## src/rtl/spi_slave_pkg.sv

```systemverilog
// rtl/spi_slave_pkg.sv - shared FSM states and command codes for the SPI slave
package spi_slave_pkg;

  typedef enum logic [2:0] {
    IDLE,
    CHK_CMD,
    WRITE,
    READ_ADD,
    READ_DATA,
    TX
  } state_e;

  localparam logic [1:0] CMD_WR_ADDR = 2'b00;
  localparam logic [1:0] CMD_WR_DATA = 2'b01;
  localparam logic [1:0] CMD_RD_ADDR = 2'b10;
  localparam logic [1:0] CMD_RD_DATA = 2'b11;

  // A write state accepts either write command; each read state accepts only its own code.
  function automatic logic cmd_legal(input state_e st, input logic [1:0] cmd);
    case (st)
      WRITE:     cmd_legal = (cmd == CMD_WR_ADDR) || (cmd == CMD_WR_DATA);
      READ_ADD:  cmd_legal = (cmd == CMD_RD_ADDR);
      READ_DATA: cmd_legal = (cmd == CMD_RD_DATA);
      default:   cmd_legal = 1'b0;
    endcase
  endfunction

endpackage

```

## src/rtl/spi_tx_shifter.sv

```systemverilog
// rtl/spi_tx_shifter.sv - parallel-to-serial MSB-first shifter driving a registered MISO
module spi_tx_shifter #(
  parameter int DATA_W = 8
) (
  input  logic              clk,
  input  logic              rst,
  input  logic              load_i,
  input  logic              shift_i,
  input  logic              clear_i,
  input  logic [DATA_W-1:0] data_i,
  output logic              miso_o,
  output logic              busy_o,
  output logic              done_o
);

  localparam int CNT_W = $clog2(DATA_W + 1);

  logic [DATA_W-1:0] sreg_q;
  logic [CNT_W-1:0]  cnt_q;
  logic              miso_q;

  // Load latches the byte with MISO still low; each later edge drives one bit, then MISO returns to 0.
  always_ff @(posedge clk or posedge rst) begin
    if (rst) begin
      sreg_q <= '0;
      cnt_q  <= '0;
      miso_q <= 1'b0;
    end else if (clear_i) begin
      cnt_q  <= '0;
      miso_q <= 1'b0;
    end else if (load_i) begin
      sreg_q <= data_i;
      cnt_q  <= CNT_W'(DATA_W);
      miso_q <= 1'b0;
    end else if (shift_i && (cnt_q != '0)) begin
      miso_q <= sreg_q[DATA_W-1];
      sreg_q <= {sreg_q[DATA_W-2:0], 1'b0};
      cnt_q  <= cnt_q - CNT_W'(1);
    end else begin
      miso_q <= 1'b0;
    end
  end

  assign miso_o = miso_q;
  assign busy_o = (cnt_q != '0);
  // High on the edge that drives the final bit.
  assign done_o = shift_i && (cnt_q == CNT_W'(1));

endmodule

```

## src/rtl/spi_slave_gen2.sv

```systemverilog
// rtl/spi_slave_gen2.sv - clk-sampled SPI slave with read/write framing; SPI_SLAVE_ASSERT_EN adds assertions
module spi_slave_gen2
  import spi_slave_pkg::*;
#(
  parameter int DATA_W = 8
) (
  input  logic              clk,
  input  logic              rst,
  input  logic              SS_n,
  input  logic              MOSI,
  output logic              MISO,
  output logic [DATA_W+1:0] rx_data,
  output logic              rx_valid,
  input  logic [DATA_W-1:0] tx_data,
  input  logic              tx_valid,
  output logic              frame_err,
  output logic              busy
);

  localparam int FRAME_W = DATA_W + 2;
  localparam int CNT_W   = $clog2(FRAME_W + 1);
  localparam logic [CNT_W-1:0] LAST_CNT = CNT_W'(FRAME_W - 1);

  state_e              state_q, state_d;
  logic [FRAME_W-2:0]  shift_q, shift_d;
  logic [CNT_W-1:0]    cnt_q, cnt_d;
  logic                done_q, done_d;
  logic                rd_addr_next_q, rd_addr_next_d;
  logic [FRAME_W-1:0]  rx_data_q, rx_data_d;
  logic                rx_valid_q, rx_valid_d;
  logic                frame_err_q, frame_err_d;

  logic                tx_load, tx_clear, tx_busy, tx_done, tx_shift;
  logic [FRAME_W-1:0]  frame;

  // Full frame as it would be if the bit sampled on this edge were the last one.
  assign frame    = {shift_q, MOSI};
  assign tx_shift = (state_q == TX);

  // State and datapath registers.
  always_ff @(posedge clk or posedge rst) begin
    if (rst) begin
      state_q        <= IDLE;
      shift_q        <= '0;
      cnt_q          <= '0;
      done_q         <= 1'b0;
      rd_addr_next_q <= 1'b1;
      rx_data_q      <= '0;
      rx_valid_q     <= 1'b0;
      frame_err_q    <= 1'b0;
    end else begin
      state_q        <= state_d;
      shift_q        <= shift_d;
      cnt_q          <= cnt_d;
      done_q         <= done_d;
      rd_addr_next_q <= rd_addr_next_d;
      rx_data_q      <= rx_data_d;
      rx_valid_q     <= rx_valid_d;
      frame_err_q    <= frame_err_d;
    end
  end

  // Next state: SS_n high outranks everything, including a frame's final bit.
  // done_q marks a frame already closed (accepted or already flagged), after which bits are ignored.
  always_comb begin
    state_d        = state_q;
    shift_d        = shift_q;
    cnt_d          = cnt_q;
    done_d         = done_q;
    rd_addr_next_d = rd_addr_next_q;
    rx_data_d      = rx_data_q;
    rx_valid_d     = 1'b0;
    frame_err_d    = 1'b0;
    tx_load        = 1'b0;
    tx_clear       = 1'b0;
    if (state_q == IDLE) begin
      if (!SS_n) begin
        state_d = CHK_CMD;
        cnt_d   = '0;
        done_d  = 1'b0;
      end
    end else if (SS_n) begin
      state_d     = IDLE;
      cnt_d       = '0;
      tx_clear    = 1'b1;
      frame_err_d = !(done_q && !tx_busy);
    end else begin
      case (state_q)
        CHK_CMD: begin
          shift_d = {{(FRAME_W-2){1'b0}}, MOSI};
          cnt_d   = CNT_W'(1);
          if (!MOSI)               state_d = WRITE;
          else if (rd_addr_next_q) state_d = READ_ADD;
          else                     state_d = READ_DATA;
        end
        WRITE, READ_ADD, READ_DATA: begin
          if (!done_q) begin
            shift_d = {shift_q[FRAME_W-3:0], MOSI};
            cnt_d   = cnt_q + CNT_W'(1);
            if (cnt_q == LAST_CNT) begin
              done_d = 1'b1;
              if (cmd_legal(state_q, frame[FRAME_W-1 -: 2])) begin
                rx_data_d  = frame;
                rx_valid_d = 1'b1;
                if (state_q == READ_ADD)  rd_addr_next_d = 1'b0;
                if (state_q == READ_DATA) state_d = TX;
              end else begin
                frame_err_d = 1'b1;
              end
            end
          end
        end
        TX: begin
          if (tx_valid && !tx_busy) tx_load = 1'b1;
          if (tx_done) rd_addr_next_d = 1'b1;
        end
        default: state_d = IDLE;
      endcase
    end
  end

  spi_tx_shifter #(.DATA_W(DATA_W)) u_tx (
    .clk     (clk),
    .rst     (rst),
    .load_i  (tx_load),
    .shift_i (tx_shift),
    .clear_i (tx_clear),
    .data_i  (tx_data),
    .miso_o  (MISO),
    .busy_o  (tx_busy),
    .done_o  (tx_done)
  );

  assign rx_data   = rx_data_q;
  assign rx_valid  = rx_valid_q;
  assign frame_err = frame_err_q;
  assign busy      = (state_q != IDLE);

`ifdef SPI_SLAVE_ASSERT_EN
  a_rst_idle:   assert property (@(posedge clk) rst |-> state_q == IDLE);
  a_ss_rise:    assert property (@(posedge clk) disable iff (rst) $rose(SS_n) |=> state_q == IDLE);
  a_excl:       assert property (@(posedge clk) disable iff (rst) !(rx_valid && frame_err));
  a_rv_single:  assert property (@(posedge clk) disable iff (rst) rx_valid |=> !rx_valid);
`else
`endif

endmodule
```

## config.mk

```make
export PLATFORM = sky130hd
export DESIGN_NAME = spi_slave_gen2
export DESIGN_NICKNAME = d
export VERILOG_FILES = /design/src/rtl/spi_slave_pkg.sv /design/src/rtl/spi_tx_shifter.sv /design/src/rtl/spi_slave_gen2.sv
export SDC_FILE = /design/constraint.sdc
export NUM_CORES = 1
export LEC_CHECK = 0
export CAP_MARGIN = 20
export CORE_UTILIZATION = 55
export CTS_CLUSTER_SIZE = 12
export DETAILED_ROUTE_END_ITERATION = 10
export DONT_BUFFER_PORTS = 1
export MAX_ROUTING_LAYER = met4
export PLACE_DENSITY_LB_ADDON = 0.3
export SLEW_MARGIN = 10
export SYNTH_ARGS = -nofsm -noshare
export SYNTH_HDL_FRONTEND = slang
export SYNTH_SLANG_ARGS = --single-unit
```

## constraint.sdc

```tcl
create_clock -name clk -period 5.1 [get_ports clk]
set_input_delay 1.02 -clock clk [delete_from_list [all_inputs] [get_ports clk]]
set_output_delay 1.02 -clock clk [all_outputs]
set_load 0.02 [all_outputs]
```

# == Word-level counts from Yosys, hierarchy flattened ==
# Cells that the tools add are included.
# W data, S select, Z words.
# totals
reg_bits,43
output_inout_bits,14
elab_cells,124
# classes
add_sub_neg,2
eq_ne,21
mux,61
bitwise_logic,4
reduce_logical,25
# op_table
operator,n
$mux W1,37
$mux W4,7
$mux W3,9
$pmux W9 S2,1
$mux W8,2
$ne A4 B4 Y1 const B,4
$ne A2 B2 Y1 const B,6
$reduce_and A6 Y1,2
$mux W9,1
$pmux W3 S3,1
$pmux W4 S2,1
$reduce_and A8 Y1,1
$reduce_bool A2 Y1,4
$reduce_bool A4 Y1,2
$eq A3 B2 Y1 const B,2
$eq A3 B3 Y1 const B,2
$reduce_bool A3 Y1,2
$add A4 B1 Y4 const B,1
$eq A2 B2 Y1 const B,2
$eq A4 B1 Y1 const B,1
$eq A4 B4 Y1 const B,1
$logic_and A1 B1 Y1,4
$not A1 Y1,4
$reduce_and A2 Y1,2
13 further kinds,14

# == Depth between registers and ports, before layout ==
# logic_depth
ltp_word,14
depth_mapped,8
mapped_depth_nobuf,6

# == Cells and area by module ==
# Synthesis repeated with hierarchy kept, for this count alone.
# unflattened
hier_cells,202
area_unflattened_um2,2239.6
# modules_own_cells
module,n_inst,cells_each,area_per_inst_um2,seq_area_each_um2
spi_slave_gen2,1,141,1534.0,752.0
spi_tx_shifter,1,61,705.7,325.3

# == Worst setup path before layout ==
# OpenSTA, ideal clock, no wires.
# synth_timing
path_kind,input-to-reg
start,in SS_n
end,"reg rx_data_q[0], in the netlist rx_data[0]"
setup_time_ns,0.125
t_arrival_ns,2.179
required_ns,4.975
setup_slack_ns,2.796
stages,5
n_path_buf,2
cell_sequence,clkbuf_1 nor3b_1 a21boi_0 buf_4 mux2_2
# synth_between
elab_chain_cells,2
# synth_rtl
item,line,source
start: declaration,spi_slave_gen2.sv:9,"input logic SS_n,"
$not A1 Y1 (no source line),--,
$reduce_and A6 Y1 (no source line),--,
end signal: assignment,spi_slave_gen2.sv:57,rx_data_q <= rx_data_d;
end: declaration,spi_slave_gen2.sv:29,"logic [FRAME_W-1:0] rx_data_q, rx_data_d;"
# No other way between the ends.
# A chain may end at the register's enable or synchronous reset.

# == Worst setup path after layout ==
# layout_timing
start,reg state_q[1]
end,out busy
# layout_between
elab_chain_cells,1
# layout_rtl
item,line,source
start: declaration,spi_slave_gen2.sv:24,"state_e state_q, state_d;"
start signal: assignment,spi_slave_gen2.sv:52,state_q <= state_d;
$reduce_bool A3 Y1,spi_slave_gen2.sv:137,assign busy = (state_q != IDLE);
end: declaration,spi_slave_gen2.sv:17,output logic busy
# No other way between the ends.

==> Flow_metrics.wiki <==
{| class="wikitable"
! Metric !! Value
|-
| Status || complete, no violations
|-
| Diode insertion count for antenna repair || 0
|-
| Routed metal-1 wire length || ~1.8 mm
|-
| Chip height || 64.8 µm
|-
| Minimum clock period after layout || 2.49 ns
|-
| Power after layout || between 0.9 and 1 mW
|-
| Worst-case setup margin in the final layout || about 2.6 ns
|-
| Antenna violations before repair || 0
|-
| Area share of the largest cell type after synthesis || 0.484
|-
| Total via count after detailed routing || 1493
|-
| Per-instance average area after synthesis || 10.6 µm²
|-
| Share of final-layout standard cells stronger than drive strength 1 || 0.144
|-
| Max Slew Vio Count || 0
|-
| Count leader, synth || sky130_fd_sc_hd__dfrtp_1
|-
| First-pass iteration count of the detailed router || 4
|-
| Count of cell types in the netlist || 47
|-
| Area of all sequential standard cells || roughly 0.0011 mm²
|-
| Xor-xnor portion of the synthesized cell area || 0.0121
|-
| Leading cell types by total area after synthesis || sky130_fd_sc_hd__dfrtp_1 (48%), sky130_fd_sc_hd__mux2_2 (6.2%), sky130_fd_sc_hd__a21oi_1 (4.4%), sky130_fd_sc_hd__a22o_1 (4.0%), sky130_fd_sc_hd__mux2i_1 (3.7%)
|-
| Count of endpoints failing setup in the final report || 0
|-
| Total number of H-tree levels || 2
|-
| Hold Path Origin || shift_q[0]
|-
| Least-Margin Pin Slew || between 0.6 and 0.7 ns
|-
| Count of nets left with antenna violations after detail routing || 0
|-
| Post-layout nets || about 220
|-
| Effective utilization at floorplan || 0.585
|-
| Fill cell count || 325
|-
| Post-synthesis mux area share || 0.0991
|-
| Startpoint class of the critical path || flop
|-
| Total placed cells including tap cells || 241
|-
| Global route total overflow || 0
|-
| Highest Clock Rate || about 0.40 GHz
|-
| Wire per inst || about 16 µm
|-
| Reg-to-reg slack, setup || about 2.9 ns
|-
| Number of buffers created by CTS || 5
|-
| Stages on worst setup path || 1
|-
| Area of the die || approximately 0.0042 mm²
|-
| Count of final hold-check violations || 0
|-
| Routability cong. || 0.799
|-
| CORE AREA || around 0.0037 mm²
|-
| Area share of fa/ha/maj cells after synthesis || 0.0288
|-
| Start of the worst register-to-register path || state_q[2]
|-
| Uppermost metal layer occupied by signal nets || met4
|-
| Number of storage elements in the synthesis netlist || 43
|-
| Die width || between 60 and 70 µm
|-
| Latest clock arrival within the worst-skew pair || roughly 0.29 ns
|-
| Final std cells w/o fill || between 200 and 250
|-
| Pin count of the biggest net entering global routing || 44
|-
| Count of mapped cells out of synthesis || 204
|-
| Clock Skews || 0.00799 ns
|-
| Cell count of the worst reg-to-reg path || 5
|-
| Crit path DAT || around 1.5 ns
|-
| Slowest stage cell, crit path || sky130_fd_sc_hd__dfrtp_1
|-
| IO buf count || 0
|-
| Worst Hold Depth || 1
|-
| Length of routed met3 wiring || 193 µm
|-
| Max-Slew Margin vs Limit || 0.558
|-
| Clock slew at reported path FFs || 0.08 ns
|-
| Utilization after layout || 0.610
|-
| Post-synth top area cell || sky130_fd_sc_hd__dfrtp_1
|-
| Deepest clock path buffer count || 2
|-
| Path type of the worst setup path || flop to output port
|-
| Sequential-to-total area share from yosys stat || 0.496
|-
| Synthesized Nets || ~220
|-
| Number of global-route vias before repair || between 1k and 1.5k
|-
| Clock root buffer || sky130_fd_sc_hd__clkbuf_8
|-
| Worst hold-check path type || flop to flop
|-
| Sink of the worst hold path || shift_q[1]
|-
| First-pass GRT wire length || between 6 and 7 mm
|-
| Placed Instance Area || between 0.002 and 0.0025 mm²
|-
| Post-synthesis cell area || 0.00217 mm²
|-
| Hold slack || 0.526 ns
|-
| Predominant post-synthesis flop cell || sky130_fd_sc_hd__dfrtp_1
|-
| Finished Cell Area || around 0.0023 mm²
|-
| Combined buffer and inverter count along the critical path || 0
|-
| Detail Route met2 WL || 2.09 mm
|-
| Setup slack after placement || about 2.8 ns
|-
| Clock Sinks || between 40 and 50
|-
| Basic-gate share of the synthesized area counting and, or, nand and nor cells || 0.130
|-
| P per Cell Area || 433 mW/mm²
|-
| Worst voltage drop across the vdd grid || roughly 0.26 mV
|-
| Delay of the slowest cell on the worst path || around 0.6 ns
|-
| Number of DRC violations after detailed routing || 0
|-
| Io pins || 27
|-
| Total GRT Usage || 0.228
|-
| CP Capture Type || output port
|-
| Routed vias/inst || about 6.0
|-
| Total Wirelength || roughly 4.1 mm
|-
| R2r endpoint || rx_data[5]
|-
| Area growth from synthesis to final layout || 4.32%
|-
| Largest fanout of any net on the critical path || 21
|-
| Number of design-rule violations left by the first detailed-router iteration || 86
|-
| Cells along the critical path || or3_1
|-
| Number of max-cap violations || 0
|-
| Compound-gate portion of the synthesized area || 0.183
|-
| CTS-repair resized insts || 0
|-
| Final period utilization || 0.488
|-
| Number of synthesized flops with an enable pin || 0
|-
| Fraction of registers with async set/reset || 1.00
|-
| TritonCTS clock tree || done
|-
| Total leakage power || around 1.1 nW
|-
| Number of rows in the core area || 22
|-
| RSZ-0062 raised after global routing || no
|-
| Total area of multi-input combinational cells || approximately 980 µm²
|-
| Summed negative setup slack over all endpoints || 0 ns
|-
| Post-detail-place hpwl || about 2.9 mm
|-
| Commonest cells in the netlist || sky130_fd_sc_hd__dfrtp_1 (42), sky130_fd_sc_hd__a21oi_1 (19), sky130_fd_sc_hd__nor2_1 (14), sky130_fd_sc_hd__inv_1 (12), sky130_fd_sc_hd__mux2_2 (12)
|-
| Combinational family with the most area after synthesis || compound AO/OA/AOI/OAI gates
|-
| Worst Path Required || approximately 4.1 ns
|-
| Number of warnings issued by yosys || 0
|-
| Largest delay contributor family on the critical path || flip-flops
|-
| Post-CTS Setup Repair Bufs || 0
|-
| Number of hold buffers added after CTS || 0
|}
-- cell type report --
cell class | count | share of cell area
clock buffers | 6 | 0.0320
inverters | 12 | 0.0199
repair buffers | 2 | 0.00663
well taps | 48 | 0.0265
flip-flops and latches | 43 | 0.475
multi-input cells | 136 | 0.434
clock inverters | 2 | 0.00552
-- cells by family after synthesis --
logic type | count (synthesis)
AOI/OAI and AO/OA | 59
xor gates and xnor gates | 3
adders and majority gates | 5
buffers and inverters | 25
DFF | 43
muxes | 20
and+or+nand+nor | 49
-- flip-flops by register name, indices dropped and copies added, names as in the netlist, 3 cells and up --
register     flops
rx_data         10
shift_q          9
cnt_q            4
u_tx.sreg_q      8
u_tx.cnt_q       4
state_q          3
-- worst register-to-register path, cell delays in order (launching register included) --
cell and delay, ns:
sky130_fd_sc_hd__dfrtp_1 0.72, sky130_fd_sc_hd__nor4bb_1 0.45, sky130_fd_sc_hd__o21ai_0 0.13, sky130_fd_sc_hd__a21boi_0 0.23, sky130_fd_sc_hd__buf_4 0.23, sky130_fd_sc_hd__mux2_2 0.36
-- worst max-delay path by stage --
stage	startpoint	endpoint	slack, ns
final	state_q[1]	busy	2.61
after floorplan	SS_n	rx_data[0]	2.80
after CTS	state_q[1]	busy	2.61
after global placement	SS_n	u_tx.sreg_q[7]	2.92
after global routing	state_q[1]	busy	2.54
after detailed placement	SS_n	u_tx.sreg_q[2]	2.82
-- metal layers --
metal | up-vias | global-route usage
met4 | 0 | 0.0750
met5 | - | -
met1 | 729 | 0.279
met2 | 36 | 0.370
met3 | 5 | 0.0546
li1 | 723 | -
-- report_power, final --
part           switching (mW)  internal [mW]  total (mW)
Clock                   0.113         0.0957       0.208
Combinational           0.142          0.126       0.268
Sequential             0.0912          0.412       0.503
-- cells in the final DEF (no fill, tap or decap), types with 3 or more instances in the layout --
| master | Yosys | layout |
|---|---|---|
| sky130_fd_sc_hd__a21oi_1 | 19 | 19 |
| sky130_fd_sc_hd__nand3_1 | 4 | 4 |
| sky130_fd_sc_hd__dfrtp_1 | 42 | 42 |
| sky130_fd_sc_hd__mux2i_1 | 8 | 8 |
| sky130_fd_sc_hd__clkbuf_8 | 0 | 5 |
| sky130_fd_sc_hd__o21ai_0 | 10 | 10 |
| sky130_fd_sc_hd__nand2b_1 | 4 | 4 |
| sky130_fd_sc_hd__nor3b_1 | 4 | 4 |
| sky130_fd_sc_hd__ha_1 | 5 | 5 |
| sky130_fd_sc_hd__nor3_1 | 4 | 4 |
| sky130_fd_sc_hd__nand2_1 | 6 | 6 |
| sky130_fd_sc_hd__nor2_1 | 14 | 14 |
| sky130_fd_sc_hd__inv_1 | 12 | 12 |
| sky130_fd_sc_hd__a22o_1 | 10 | 10 |
| sky130_fd_sc_hd__mux2_2 | 12 | 12 |
| sky130_fd_sc_hd__o31ai_1 | 3 | 3 |
Power figures use the tool's default switching activity.
